$ cat src/rtl/ser_to_par_pkg.sv
`default_nettype none
// ============================================================================
// Module      : ser_to_par_pkg
// Description : Shared types and constants for the serial-to-parallel
//               receiver: receive state enum, default word width and the
//               helper that sizes the bit-index counter.
// Revision    : 1.0 - initial release
// ============================================================================
package ser_to_par_pkg;

  // Receive phase: collecting data bits, or waiting for the trailing parity
  // bit. PARITY is only reachable when SER_TO_PAR_RX_PARITY_EN is defined.
  typedef enum logic [0:0] {
    DATA   = 1'b0,
    PARITY = 1'b1
  } state_e;

  localparam int DEFAULT_WIDTH = 8;

  // Bits needed to hold an index in 0..n-1 (never less than 1).
  function automatic int clog2(input int n);
    int r;
    int v;
    r = 0;
    v = n - 1;
    while (v > 0) begin
      r = r + 1;
      v = v >> 1;
    end
    return (r < 1) ? 1 : r;
  endfunction

endpackage : ser_to_par_pkg
`default_nettype wire

$ cat src/rtl/ser_to_par_hold.sv
`default_nettype none
// ============================================================================
// Module      : ser_to_par_hold
// Description : Output holding register for the serial-to-parallel receiver.
//               Captures a completed word when the slot is empty or being
//               drained in the same cycle; otherwise drops it and raises a
//               sticky overrun flag.
// Ports       : clk, reset      - clock, synchronous active-high reset
//               load_valid      - a word completes this cycle
//               load_data       - the completed word
//               load_perr       - parity error flag travelling with the word
//               out_ready       - consumer accepts when out_valid is high
//               out_data        - held word
//               out_valid       - out_data holds an unconsumed word
//               overrun         - sticky: a completed word was dropped
//               parity_err      - parity error of the word in out_data
// Revision    : 1.0 - initial release
// ============================================================================
module ser_to_par_hold
  import ser_to_par_pkg::*;
#(
  parameter int WIDTH = DEFAULT_WIDTH
) (
  input  logic             clk,
  input  logic             reset,
  input  logic             load_valid,
  input  logic [WIDTH-1:0] load_data,
  input  logic             load_perr,
  input  logic             out_ready,
  output logic [WIDTH-1:0] out_data,
  output logic             out_valid,
  output logic             overrun,
  output logic             parity_err
);

  logic [WIDTH-1:0] data_q, data_d;
  logic             valid_q, valid_d;
  logic             overrun_q, overrun_d;
  logic             perr_q, perr_d;

  logic             w_accept;
  logic             w_can_load;

  assign w_accept   = valid_q & out_ready;
  // The slot is free if it is empty, or if its word leaves this same cycle.
  assign w_can_load = ~valid_q | out_ready;

  always_comb begin
    data_d    = data_q;
    valid_d   = valid_q;
    overrun_d = overrun_q;
    perr_d    = perr_q;

    if (w_accept) begin
      valid_d = 1'b0;
    end

    if (load_valid) begin
      if (w_can_load) begin
        data_d  = load_data;
        valid_d = 1'b1;
        perr_d  = load_perr;
      end else begin
        // Held word is kept intact; the new one (and its parity) is lost.
        overrun_d = 1'b1;
      end
    end
  end

  always_ff @(posedge clk) begin
    if (reset) begin
      data_q    <= '0;
      valid_q   <= 1'b0;
      overrun_q <= 1'b0;
      perr_q    <= 1'b0;
    end else begin
      data_q    <= data_d;
      valid_q   <= valid_d;
      overrun_q <= overrun_d;
      perr_q    <= perr_d;
    end
  end

  assign out_data   = data_q;
  assign out_valid  = valid_q;
  assign overrun    = overrun_q;
  assign parity_err = perr_q;

endmodule : ser_to_par_hold
`default_nettype wire

$ cat src/rtl/ser_to_par_rx.sv
`default_nettype none
// ============================================================================
// Module      : ser_to_par_rx
// Description : Serial-to-parallel receiver. Assembles WIDTH bits LSB-first
//               from a strobed serial stream, realigns on sync, and presents
//               each completed word through a valid/ready holding register.
//               Optional even parity bit per word: define
//               SER_TO_PAR_RX_PARITY_EN to enable it.
// Ports       : clk         - rising-edge clock
//               reset       - synchronous active-high reset
//               din         - serial data bit
//               en          - bit strobe, din consumed this cycle
//               sync        - current bit is bit 0, drop any partial word
//               out_data    - assembled word
//               out_valid   - out_data holds an unconsumed word
//               out_ready   - consumer accept
//               overrun     - sticky: a completed word was dropped
//               parity_err  - parity mismatch of the word in out_data
// Revision    : 1.0 - initial release
// ============================================================================
module ser_to_par_rx
  import ser_to_par_pkg::*;
#(
  parameter int WIDTH = DEFAULT_WIDTH
) (
  input  logic             clk,
  input  logic             reset,
  input  logic             din,
  input  logic             en,
  input  logic             sync,
  output logic [WIDTH-1:0] out_data,
  output logic             out_valid,
  input  logic             out_ready,
  output logic             overrun,
  output logic             parity_err
);

  localparam int               IDX_W    = clog2(WIDTH);
  localparam logic [IDX_W-1:0] LAST_IDX = IDX_W'(WIDTH - 1);

  state_e           state_q, state_d;
  logic [IDX_W-1:0] idx_q, idx_d;
  logic [WIDTH-1:0] shreg_q, shreg_d;

  logic             word_done;
  logic [WIDTH-1:0] word_data;
  logic             word_perr;

  always_comb begin
    state_d   = state_q;
    idx_d     = idx_q;
    shreg_d   = shreg_q;
    word_done = 1'b0;
    word_data = shreg_q;
    word_perr = 1'b0;

    if (sync) begin
      // Realign regardless of where we are; a strobed bit here is bit 0.
      state_d = DATA;
      idx_d   = '0;
      shreg_d = '0;
      if (en) begin
        shreg_d[0] = din;
        idx_d      = IDX_W'(1);
      end
    end else if (en) begin
      case (state_q)
        DATA: begin
          shreg_d[idx_q] = din;
          if (idx_q == LAST_IDX) begin
            idx_d = '0;
`ifdef SER_TO_PAR_RX_PARITY_EN
            state_d = PARITY;
`else
            word_done = 1'b1;
            word_data = shreg_d;
`endif
          end else begin
            idx_d = idx_q + 1'b1;
          end
        end
        PARITY: begin
`ifdef SER_TO_PAR_RX_PARITY_EN
          // Even parity: data bits plus parity bit must XOR to zero.
          word_done = 1'b1;
          word_data = shreg_q;
          word_perr = (^shreg_q) ^ din;
`endif
          state_d = DATA;
        end
        default: state_d = DATA;
      endcase
    end
  end

  always_ff @(posedge clk) begin
    if (reset) begin
      state_q <= DATA;
      idx_q   <= '0;
      shreg_q <= '0;
    end else begin
      state_q <= state_d;
      idx_q   <= idx_d;
      shreg_q <= shreg_d;
    end
  end

  ser_to_par_hold #(
    .WIDTH (WIDTH)
  ) u_hold (
    .clk        (clk),
    .reset      (reset),
    .load_valid (word_done),
    .load_data  (word_data),
    .load_perr  (word_perr),
    .out_ready  (out_ready),
    .out_data   (out_data),
    .out_valid  (out_valid),
    .overrun    (overrun),
    .parity_err (parity_err)
  );

endmodule : ser_to_par_rx
`default_nettype wire

$ cat config.mk
export PLATFORM = sky130hd
export DESIGN_NAME = ser_to_par_rx
export DESIGN_NICKNAME = d
export VERILOG_FILES = /design/src/rtl/ser_to_par_pkg.sv /design/src/rtl/ser_to_par_hold.sv /design/src/rtl/ser_to_par_rx.sv
export SDC_FILE = /design/constraint.sdc
export NUM_CORES = 1
export LEC_CHECK = 0
export CELL_PAD_IN_SITES_DETAIL_PLACEMENT = 2
export CELL_PAD_IN_SITES_GLOBAL_PLACEMENT = 2
export CORE_ASPECT_RATIO = 0.8
export CORE_UTILIZATION = 34
export DETAILED_ROUTE_END_ITERATION = 12
export DONT_BUFFER_PORTS = 1
export PLACE_DENSITY_LB_ADDON = 0.1
export SLEW_MARGIN = 15
export SYNTH_ARGS = -nofsm -noshare
export SYNTH_HDL_FRONTEND = slang
export SYNTH_SLANG_ARGS = --single-unit
$ cat constraint.sdc
create_clock -name clk -period 1.7 [get_ports clk]
set_clock_uncertainty 0.1 [all_clocks]
set_input_delay 0 -clock clk [delete_from_list [all_inputs] [get_ports clk]]
set_output_delay 0 -clock clk [all_outputs]
set_load 0.1 [all_outputs]
Word level (Yosys, flattened, before mapping)
Index checks and enable logic that the tools add are counted.
{ "word_totals": {"input_bits": 6, "word_cells": 38, "regBits": 21, "out_inout_bits": 11} }
{ "op_classes": {"muxes": 19, "eq_ne": 1, "order_cmp": 2, "bitwise_logic": 4, "n_reduce_logical": 5, "add_sub_neg": 1} }
{ "ops": {"columns": ["operator", "count"], "rows": [
  ["8-bit 2-to-1 mux", 3],
  ["1-bit 2-to-1 mux", 11],
  ["3-bit 2-to-1 mux", 3],
  ["8-bit bitwise mux", 1],
  ["3-bit by 4-bit < comparator with 1-bit output, second input constant", 1],
  ["2-bit AND reduction", 2],
  ["3-bit by 1-bit adder with 3-bit output, second input constant", 1],
  ["1-bit demux with 3-bit select", 1],
  ["3-bit equality test, second input constant", 1],
  ["3-bit by 1-bit >= comparator with 1-bit output, second input constant", 1],
  ["1-bit NOT", 2],
  ["2-bit nonzero test", 1],
  ["2-bit OR reduction", 1],
  ["1-bit AND", 1],
  ["1-bit logical AND", 1],
  ["1-bit OR", 1]
]} }

Longest topological paths before layout
Gate-level depths: netlist of the first run.
{ "depth": {"word_depth": 8, "depth_mapped": 7, "depth_no_buf": 5} }

By module
From an unflattened synthesis of the first run, not the netlist that was laid out.
{ "hier_totals": {"hier_cells": 130, "area_unflattened_um2": 1237.4} }
{ "modules_own_cells": {"columns": ["module", "area_per_inst_um2", "n_inst", "cells_per_inst", "seq_area_each_um2"], "rows": [
  ["ser_to_par_rx", 757.0, 1, 83, 220.2],
  ["ser_to_par_hold", 480.5, 1, 47, 220.2]
]} }

Worst setup path after synthesis of the first run
Ideal clock, no wire load.
{ "synth_path": {"path_type": "register to register", "from": "reg u_hold.valid_q, in the netlist u_hold.out_valid", "to": "reg u_hold.data_q[5], in the netlist u_hold.out_data[5]", "path_buffers": 2, "synth_period_minus_slack_ps": 1811, "path_slack_ps": -111, "arrival_time_ps": 1576, "required_time_ps": 1465, "setup_time_ps": 135, "stages_incl_launch_ff": 6, "cell_sequence": "dfxtp_1 > nand2b_1 > clkbuf_2 > buf_2 > a21oi_1 > a311oi_1"} }
{ "synth_between": {"elab_chain_len": 3} }
{ "synth_lines": {"columns": ["element", "line_no", "rtl"], "rows": [
  ["start: declaration", "ser_to_par_hold.sv:37", "logic valid_q, valid_d;"],
  ["start signal: assignment", "ser_to_par_hold.sv:78", "valid_q <= valid_d;"],
  ["1-bit NOT", "ser_to_par_hold.sv:46", "assign w_can_load = ~valid_q | out_ready;"],
  ["1-bit OR", "ser_to_par_hold.sv:46", null],
  ["2-bit AND reduction (no source line)", null, null],
  ["end signal: assignment", "ser_to_par_hold.sv:77", "data_q <= data_d;"],
  ["end: declaration", "ser_to_par_hold.sv:36", "logic [WIDTH-1:0] data_q, data_d;"]
]} }
Every way passes these cells.
A chain may end at the register's enable or synchronous reset.

Worst setup path in the final report of the first run
{ "layout_path": {"from": "reg idx_q[0]", "to": "reg u_hold.data_q[5], in the netlist u_hold.out_data[5]"} }
{ "layout_between": {"elab_chain_len": 8, "elab_cells_between_ends": 14, "classes_between": "order compare (2); eq/ne (1); mux (9); reduce/logical (2)"} }
{ "layout_lines": {"columns": ["element", "line_no", "rtl"], "rows": [
  ["start: declaration", "ser_to_par_rx.sv:42", "logic [IDX_W-1:0] idx_q, idx_d;"],
  ["start signal: assignment", "ser_to_par_rx.sv:103", "idx_q <= idx_d;"],
  ["3-bit by 4-bit < comparator with 1-bit output (not written as such) / 3-bit by 1-bit >= comparator with 1-bit output (equally long branches)", "ser_to_par_rx.sv:69", "shreg_d[idx_q] = din;"],
  ["1-bit logical AND (not written as such)", "ser_to_par_rx.sv:69", null],
  ["1-bit 2-to-1 mux (not written as such)", "ser_to_par_rx.sv:69", null],
  ["1-bit demux with 3-bit select", "ser_to_par_rx.sv:69", null],
  ["8-bit bitwise mux", "ser_to_par_rx.sv:69", null],
  ["8-bit 2-to-1 mux", "ser_to_par_rx.sv:70", "if (idx_q == LAST_IDX) begin"],
  ["8-bit 2-to-1 mux", "ser_to_par_rx.sv:66", "end else if (en) begin"],
  ["8-bit 2-to-1 mux", "ser_to_par_rx.sv:57", "if (sync) begin"]
]} }
Several ways; a longest one is shown, not always the timed one.

==> qor.yml, run 1 <==
placement:
  place_ws_ps: 123
  port_buffers: 0
  dp_hpwl_um: 1800
  gp_congestion: 0.701
critical_path:
  cp_data_required_time_ps: 1770
  r2r_end: "u_hold.out_data[5]"
  path_class: "reg -> reg"
  reg2reg_depth: 6
  cp_max_fo: 18
  critPathLaunchType: "register"
  worstPathArrival_ps: 1630
  endpoint_kind: "register"
  r2r_start: "idx_q[0]"
  ff2ff_setup_slack_ps: 140
floorplan:
  die_h_um: 52.4
  die_w_um: 65.0
  initial_utilization: 0.373
  pin_count: 17
  fp-row-count: 17
  core_area_mm2: 0.00289
  dieArea_mm2: 0.00341
worst_hold_path:
  hold_depth: 3
  hp-class: "in -> reg"
  min_to: "shreg_q[1]"
  worstHoldStart: "en"
yosys:
  synth_area_mm2: 0.00108
  synth_top_area_share: 0.389
  synth_ff_type: "dfxtp_1"
  yosysWarningCount: 0
  synth_area_leaders: "dfxtp_1 (39%), mux2i_1 (16%), a311oi_1 (5.7%)"
  yosysSeqAreaShare: 0.389
  synth-edff-count: 0
  syn_avg_cell_area_um2: 9.82
  synth-async-reset-ratio: 0
  syn_inst: 110
  yosys.area.top_type: "dfxtp_1"
  ys_types: 30
  ys_seq_elements: 21
  syn_nets: 118
run:
  timing.max_cap.violations: 0
power:
  power.density_mw_per_mm2: 717
  peakVddDrop_mv: 0.341
  p_leak_nw: 0.507
drt:
  wire_per_inst_um: 17.0
  drt_iter0_drc: 27
  vias_per_cell: 5.45
  drc_errors: 0
  antenna_left: 0
  wl_um: 2700
  drt-pass1-iter-count: 3
  vias: 866
clock_tree:
  cts_sinks: 21
  tritoncts: "yes"
  clk_latency_ps: 260
  cts_resized: 0
  htree_num_levels: 1
  cts_root_buffer: "clkbuf_8"
  clkTransAtPathRegs_ps: 80
  cts.path.max_buffers: 2
  cts_made_buffers: 3
layout:
  area_delta_synth_final_pct: 17.3
  antenna_cells: 0
  drive_gt1_frac: 0.223
  final_nets: 130
global_routing:
  grt_usage: 0.183
  antenna_found_initial: 0
  grt_pass1_vias: 916
  grt_max_degree: 19
  grt_pass1_wl_um: 4550
  overflow: 0
timing:
  relSlewSlack: 0.581
  postLayoutSetupSlackWorst_ps: 135
  whs_ps: 31.5
  finalSetupViolCount: 0
  slew_viol_final: 0
  layout_min_cycle_time_ps: 1560
  finalHoldViolations: 0
  worst_slew_pin_slew_ps: 628
  max_freq_ghz: 0.639
  rsz0062_at_grt: "no"
  fin_tns_setup_ps: 0
  post-route-period-util: 0.921
outcome:
  status: "finished, final reports clean"
==> layout make-up <==
type | count | area [um2]
Multi-Input combinational cell | 76 | 581
Tap cell | 38 | 47.5
Fill cell | 319 | 1630
Sequential cell | 21 | 422
Inverter | 1 | 3.75
Timing Repair Buffer | 19 | 168
Clock buffer | 4 | 45.0
==> cell usage in the layout (no fill, tap or decap), drive strengths merged <==
cell and count:
a211o 1, conb 1, clkbuf 4, dfxtp 21, nand3 1, o211ai 1, nand4 1, nor3b 3
nor2b 1, nor2 14, buf 14, nand2 1, nand3b 3, nand2b 1, and3b 1, mux2i 17
a21oi 11, o21ai 1, inv 1, ha 2, a311oi 8, and4bb 3, dlygate4sd3 5, or2 1
nand4b 3, nor3 1
==> Yosys cell counts, types with 2 or more instances <==
library cell  count
a21oi_1          11
a311oi_1          7
and4bb_2          3
buf_2             2
buf_4             3
buf_6             2
clkbuf_1          3
dfxtp_1          21
ha_1              2
mux2i_1          17
nand3b_1          3
nand4b_1          3
nor2_1           14
nor3b_2           3
==> flip-flops by register name, indices dropped and copies added (netlist names) <==
register,count
u_hold.out_valid,1
shreg_q,8
u_hold.overrun,1
u_hold.out_data,8
idx_q,3
==> cells by family (layout without fill, tap and decap cells) <==
kind of cell             after synthesis  after routing  synth area share
AND/OR/NAND/NOR                       34             34             0.212
flip-flops                            21             21             0.389
other                                  1              1           0.00347
multiplexers                          17             17             0.158
adder cells (fa/ha/maj)                2              2            0.0232
buffers and inverters                 13             24            0.0730
AO/OA/AOI/OAI                         22             22             0.141
==> timing repair <==
item / 4_1_cts / 5_1_grt
endpoints found under the hold margin: 21 / 0
hold buffers: 5 / 0
setup endpoints to repair: 0 / 3
buffers inserted: 0 / 0
==> how the worst max path moves through the flow <==
| stage | start | endpoint | depth (start not counted) |
|---|---|---|---|
| after floorplan | idx_q[0] | u_hold.out_data[1] | 6 |
| after CTS | idx_q[0] | u_hold.out_data[3] | 6 |
| final | idx_q[0] | u_hold.out_data[5] | 6 |
| after global placement | idx_q[0] | u_hold.out_data[6] | 6 |
| after global routing | idx_q[0] | u_hold.out_data[4] | 6 |
| after detailed placement | idx_q[0] | u_hold.out_data[4] | 6 |
==> stage by stage <==
step | cell area [um2] | power, mW | util | std cells
finish | 1270 | 0.907 | 0.438 | 159
global placement | 1170 | 0.563 | 0.405 | 150
floorplan | 1080 | 0.567 | - | 110
global route | 1270 | 0.943 | 0.438 | 159
CTS | 1270 | 0.920 | 0.438 | 159
detailed placement | 1170 | 0.565 | 0.405 | 150
==> worst max-delay path, stage by stage (launching register included) <==
cell and delay, ps:
dfxtp_1 340, ha_1 170, ha_1 160, and3b_1 200, buf_12 160, a21oi_1 70, a311oi_1 270
==> layer usage <==
metal  wire (um)  GRT usage
met4          17     0.0444
met3          84     0.0500
met1        1320      0.217
met5           0          0
met2        1280      0.328
==> power by group <==
group	total (mW)	internal (mW)	switching [mW]
Sequential	0.497	0.495	0.00213
Combinational	0.0796	0.0291	0.0505
Clock	0.330	0.167	0.164
Total	0.907	0.691	0.216
Note: power is estimated with default switching activity, not from simulation.
==> run 2, diff against run 1 <==
Settings changed: ABC_AREA set to 1, CORE_UTILIZATION 34 to 29.
==> run 2 against run 1 <==
Maximum frequency grew 4.0%; sequential share of layout area shrank 0.13 points; total power grew 3.4%; hold slack gained 390 ps; via count grew 21%; largest power group unchanged.
==> qor.yml, run 2 <==
outcome:
  status: "finished, final reports clean"
global_routing:
  overflow: 0  # unchanged
  grt_usage: 0.171  # -0.0120
  grt_pass1_vias: 1085  # +18%
  antenna_found_initial: 0  # unchanged
  grt_max_degree: 17  # -2
  grt_pass1_wl_um: 5310  # +17%
power:
  power.internal_mw: 0.695  # +0.52%
  finalPower_mw: 0.939  # +3.4%
  seq_power_share: 0.540  # -0.008
  clkPwrFrac: 0.352  # -0.012
  peakVddDrop_mv: 0.279  # -18%
  power.density_mw_per_mm2: 736  # +2.7%
  combPwrFrac: 0.108  # +0.020
  p_leak_nw: 0.672  # +33%
  p_sw_mw: 0.244  # +13%
  netSwitchingFraction: 0.260  # +0.0215
yosys:
  syn_avg_cell_area_um2: 6.37  # -35%
  synth_mux_area_frac: 0  # -0.158
  synth_area_leaders: "dfxtp_1 (39%), nand2_1 (14%), nor2_1 (11%)"
  synth_compound_area_frac: 0.0670  # -0.0744
  synth_area_mm2: 0.00108  # +0.35%
  synth_top_family_by_area: "simple AND/OR/NAND/NOR gates"
  synthSimpleGateAreaFrac: 0.372  # +0.160
  synth-async-reset-ratio: 0  # unchanged
  synth_top_area_share: 0.388  # -0.00135
  syn_inst: 170  # +55%
  synthAdderAreaFrac: 0.0231  # -0.0000803
  synth-edff-count: 0  # unchanged
  yosys.cell_count.top_type: "nand2_1"
  yosysWarningCount: 0  # unchanged
  yosys-top-cells-count: "nand2_1 (41), nor2_1 (33), inv_1 (28)"
  ys_types: 22  # -27%
  syn_nets: 178  # +51%
  yosysSeqAreaShare: 0.388  # -0.00135
  synth-xor-area-share: 0  # unchanged
  yosys.area.top_type: "dfxtp_1"
  ys_seq_elements: 21  # unchanged
  synth_ff_type: "dfxtp_1"
drt:
  drt_iter0_drc: 36  # +33%
  wire_per_inst_um: 13.3  # -22%
  vias: 1044  # +21%
  antenna_left: 0  # unchanged
  drt-pass1-iter-count: 4  # +1
  wl_um: 2990  # +10%
  drc_errors: 0  # unchanged
  vias_per_cell: 4.64  # -15%
worst_hold_path:
  hp-class: "reg -> reg"
  hold_depth: 2  # -1
  worstHoldStart: "u_hold.overrun"
  min_to: "u_hold.overrun"
critical_path:
  crit_top_cell: "nand2_1"
  ff2ff_setup_slack_ps: 240  # +100 ps
  reg2reg_depth: 5  # -1
  cp_max_fo: 16  # -2
  slowest_delay_ps: 910  # +570 ps
  crit_path_start: "en"
  worstPathCellList: "dlygate4sd3_1, nand2_2, nor2_4, nand2_4, nand2_1, nand2_1, nor2_1"
  critPathLaunchType: "input pin"
  r2r_end: "u_hold.out_data[7]"
  slowest_stage: "dlygate4sd3_1"
  r2r_start: "idx_q[0]"
  path_class: "in -> reg"
  endpoint_kind: "register"
  worstPathArrival_ps: 1610  # -20 ps
  cp_data_required_time_ps: 1800  # +30 ps
layout:
  layout.cells.most_common: "nand2_1"
  fin_util: 0.365  # -0.0729
  drive_gt1_frac: 0.115  # -0.108
  layout_common_cells: "nand2_1 (41), nor2_1 (33), inv_1 (28), dfxtp_1 (19)"
  antenna_cells: 0  # unchanged
  area_delta_synth_final_pct: 17.7
  final_nets: 192  # +48%
placement:
  dp_hpwl_um: 2320  # +29%
  port_buffers: 0  # unchanged
  gp_congestion: 0.728  # +3.9%
timing:
  finalHoldViolations: 0  # unchanged
  slew_viol_final: 0  # unchanged
  relSlewSlack: 0.613  # +0.0314
  max_freq_ghz: 0.664  # +4.0%
  layout_min_cycle_time_ps: 1510  # -59.7 ps
  worst_slew_pin_slew_ps: 579  # -49.1 ps
  post-route-period-util: 0.885  # -0.0351
  rsz0062_at_grt: "no"
  finalSetupViolCount: 0  # unchanged
  fin_tns_setup_ps: 0  # unchanged
floorplan:
  core_area_mm2: 0.00349  # +21%
  die_w_um: 70.3  # +8.2%
  die_h_um: 56.7  # +8.1%
  dieArea_mm2: 0.00399  # +17%
  initial_utilization: 0.310  # -0.0632
  fp-row-count: 19  # +2
  pin_count: 17  # unchanged
clock_tree:
  clk_latency_ps: 260  # about the same
  htree_num_levels: 1  # unchanged
  cts.path.max_buffers: 2  # unchanged
  tritoncts: "yes"
  post_cts.repair.setup_buffers: 0  # unchanged
  cts_made_buffers: 3  # unchanged
  cts_root_buffer: "clkbuf_8"
  clkTransAtPathRegs_ps: 80  # about the same
  cts_sinks: 21  # unchanged
run:
  timing.max_cap.violations: 0  # unchanged
-- run 2: cell types whose count changed in the layout (fill, tap and decap cells not counted), sizes merged, moves of 3 or more --
cell / previous run / this run
inv: 1 / 28
a21oi: 11 / 7
o21ai: 1 / 6
nand2: 1 / 43
a311oi: 8 / 0
mux2i: 17 / 0
and4bb: 3 / 0
nor2: 14 / 34
nand3: 1 / 12
nand3b: 3 / 0
nand4b: 3 / 0
nand4: 1 / 5
nor3b: 3 / 0
-- run 2: final cells by class --
class / instances / area [um2]
timing repair buffer: 17 / 140
multi-input combinational: 112 / 504
inverter: 29 / 109
clock inverter: 1 / 5.00
fill: 437 / 2220
sequential: 21 / 423
tap: 42 / 52.6
clock buffer: 3 / 41.3
-- run 2: cells by family after synthesis --
kind of cell             Yosys count
AND/OR/NAND/NOR                   95
AO/OA/AOI/OAI                     14
adder cells (fa/ha/maj)            2
buffers and inverters             37
flip-flops                        21
other                              1
-- run 2: power groups by stage --
| stage | Clock [mW] | Combinational, mW | Sequential, mW |
|---|---|---|---|
| 4_1_cts | 0.356 | 0.102 | 0.507 |
| 5_1_grt | 0.372 | 0.113 | 0.508 |
| 3_5_place_dp | 0 | 0.0809 | 0.519 |
| 2_1_floorplan | 0 | 0.0727 | 0.516 |
| 6_report | 0.331 | 0.101 | 0.507 |
| 3_3_place_gp | 0 | 0.0774 | 0.518 |
-- run 2: timing repair --
| item | CTS | global route |
|---|---|---|
| gates resized for setup | 0 | 1 |
| endpoints found under the setup margin | 0 | 1 |
| endpoints found under the hold margin | 21 | 0 |
| hold buffers | 5 | 0 |
-- run 2: critical path, delay by kind of cell --
kind | cells | cell delay (ps)
and+or+nand+nor | 6 | 710
buffers and inverters | 1 | 910
-- run 2: metrics by stage --
stage | std cells | instance area [um2] | hold WS, ps | worst slack [ps]
2_1_floorplan | 170 | 1080 | 87.4 | 258
3_3_place_gp | 216 | 1180 | -35.1 | 279
3_5_place_dp | 216 | 1180 | -31.2 | 183
4_1_cts | 225 | 1270 | 429 | 165
5_1_grt | 225 | 1270 | 479 | 23.5
6_report | 225 | 1270 | 417 | 195
-- run 2: layer usage --
metal  wire, um  track usage  up-vias
met3        104       0.0449        2
li1           -            -      541
met2       1360        0.280       16
met4         19       0.0343        0
met1       1500        0.227      485
met5          0            0        -
-- run 2: worst max-delay path by stage --
| stage | end | depth (start not counted) |
|---|---|---|
| floorplan | u_hold.out_data[5] | 6 |
| global placement | u_hold.out_data[1] | 6 |
| detailed placement | u_hold.out_data[4] | 7 |
| CTS | u_hold.out_data[4] | 7 |
| global route | u_hold.out_data[3] | 7 |
| finish | u_hold.out_data[4] | 7 |
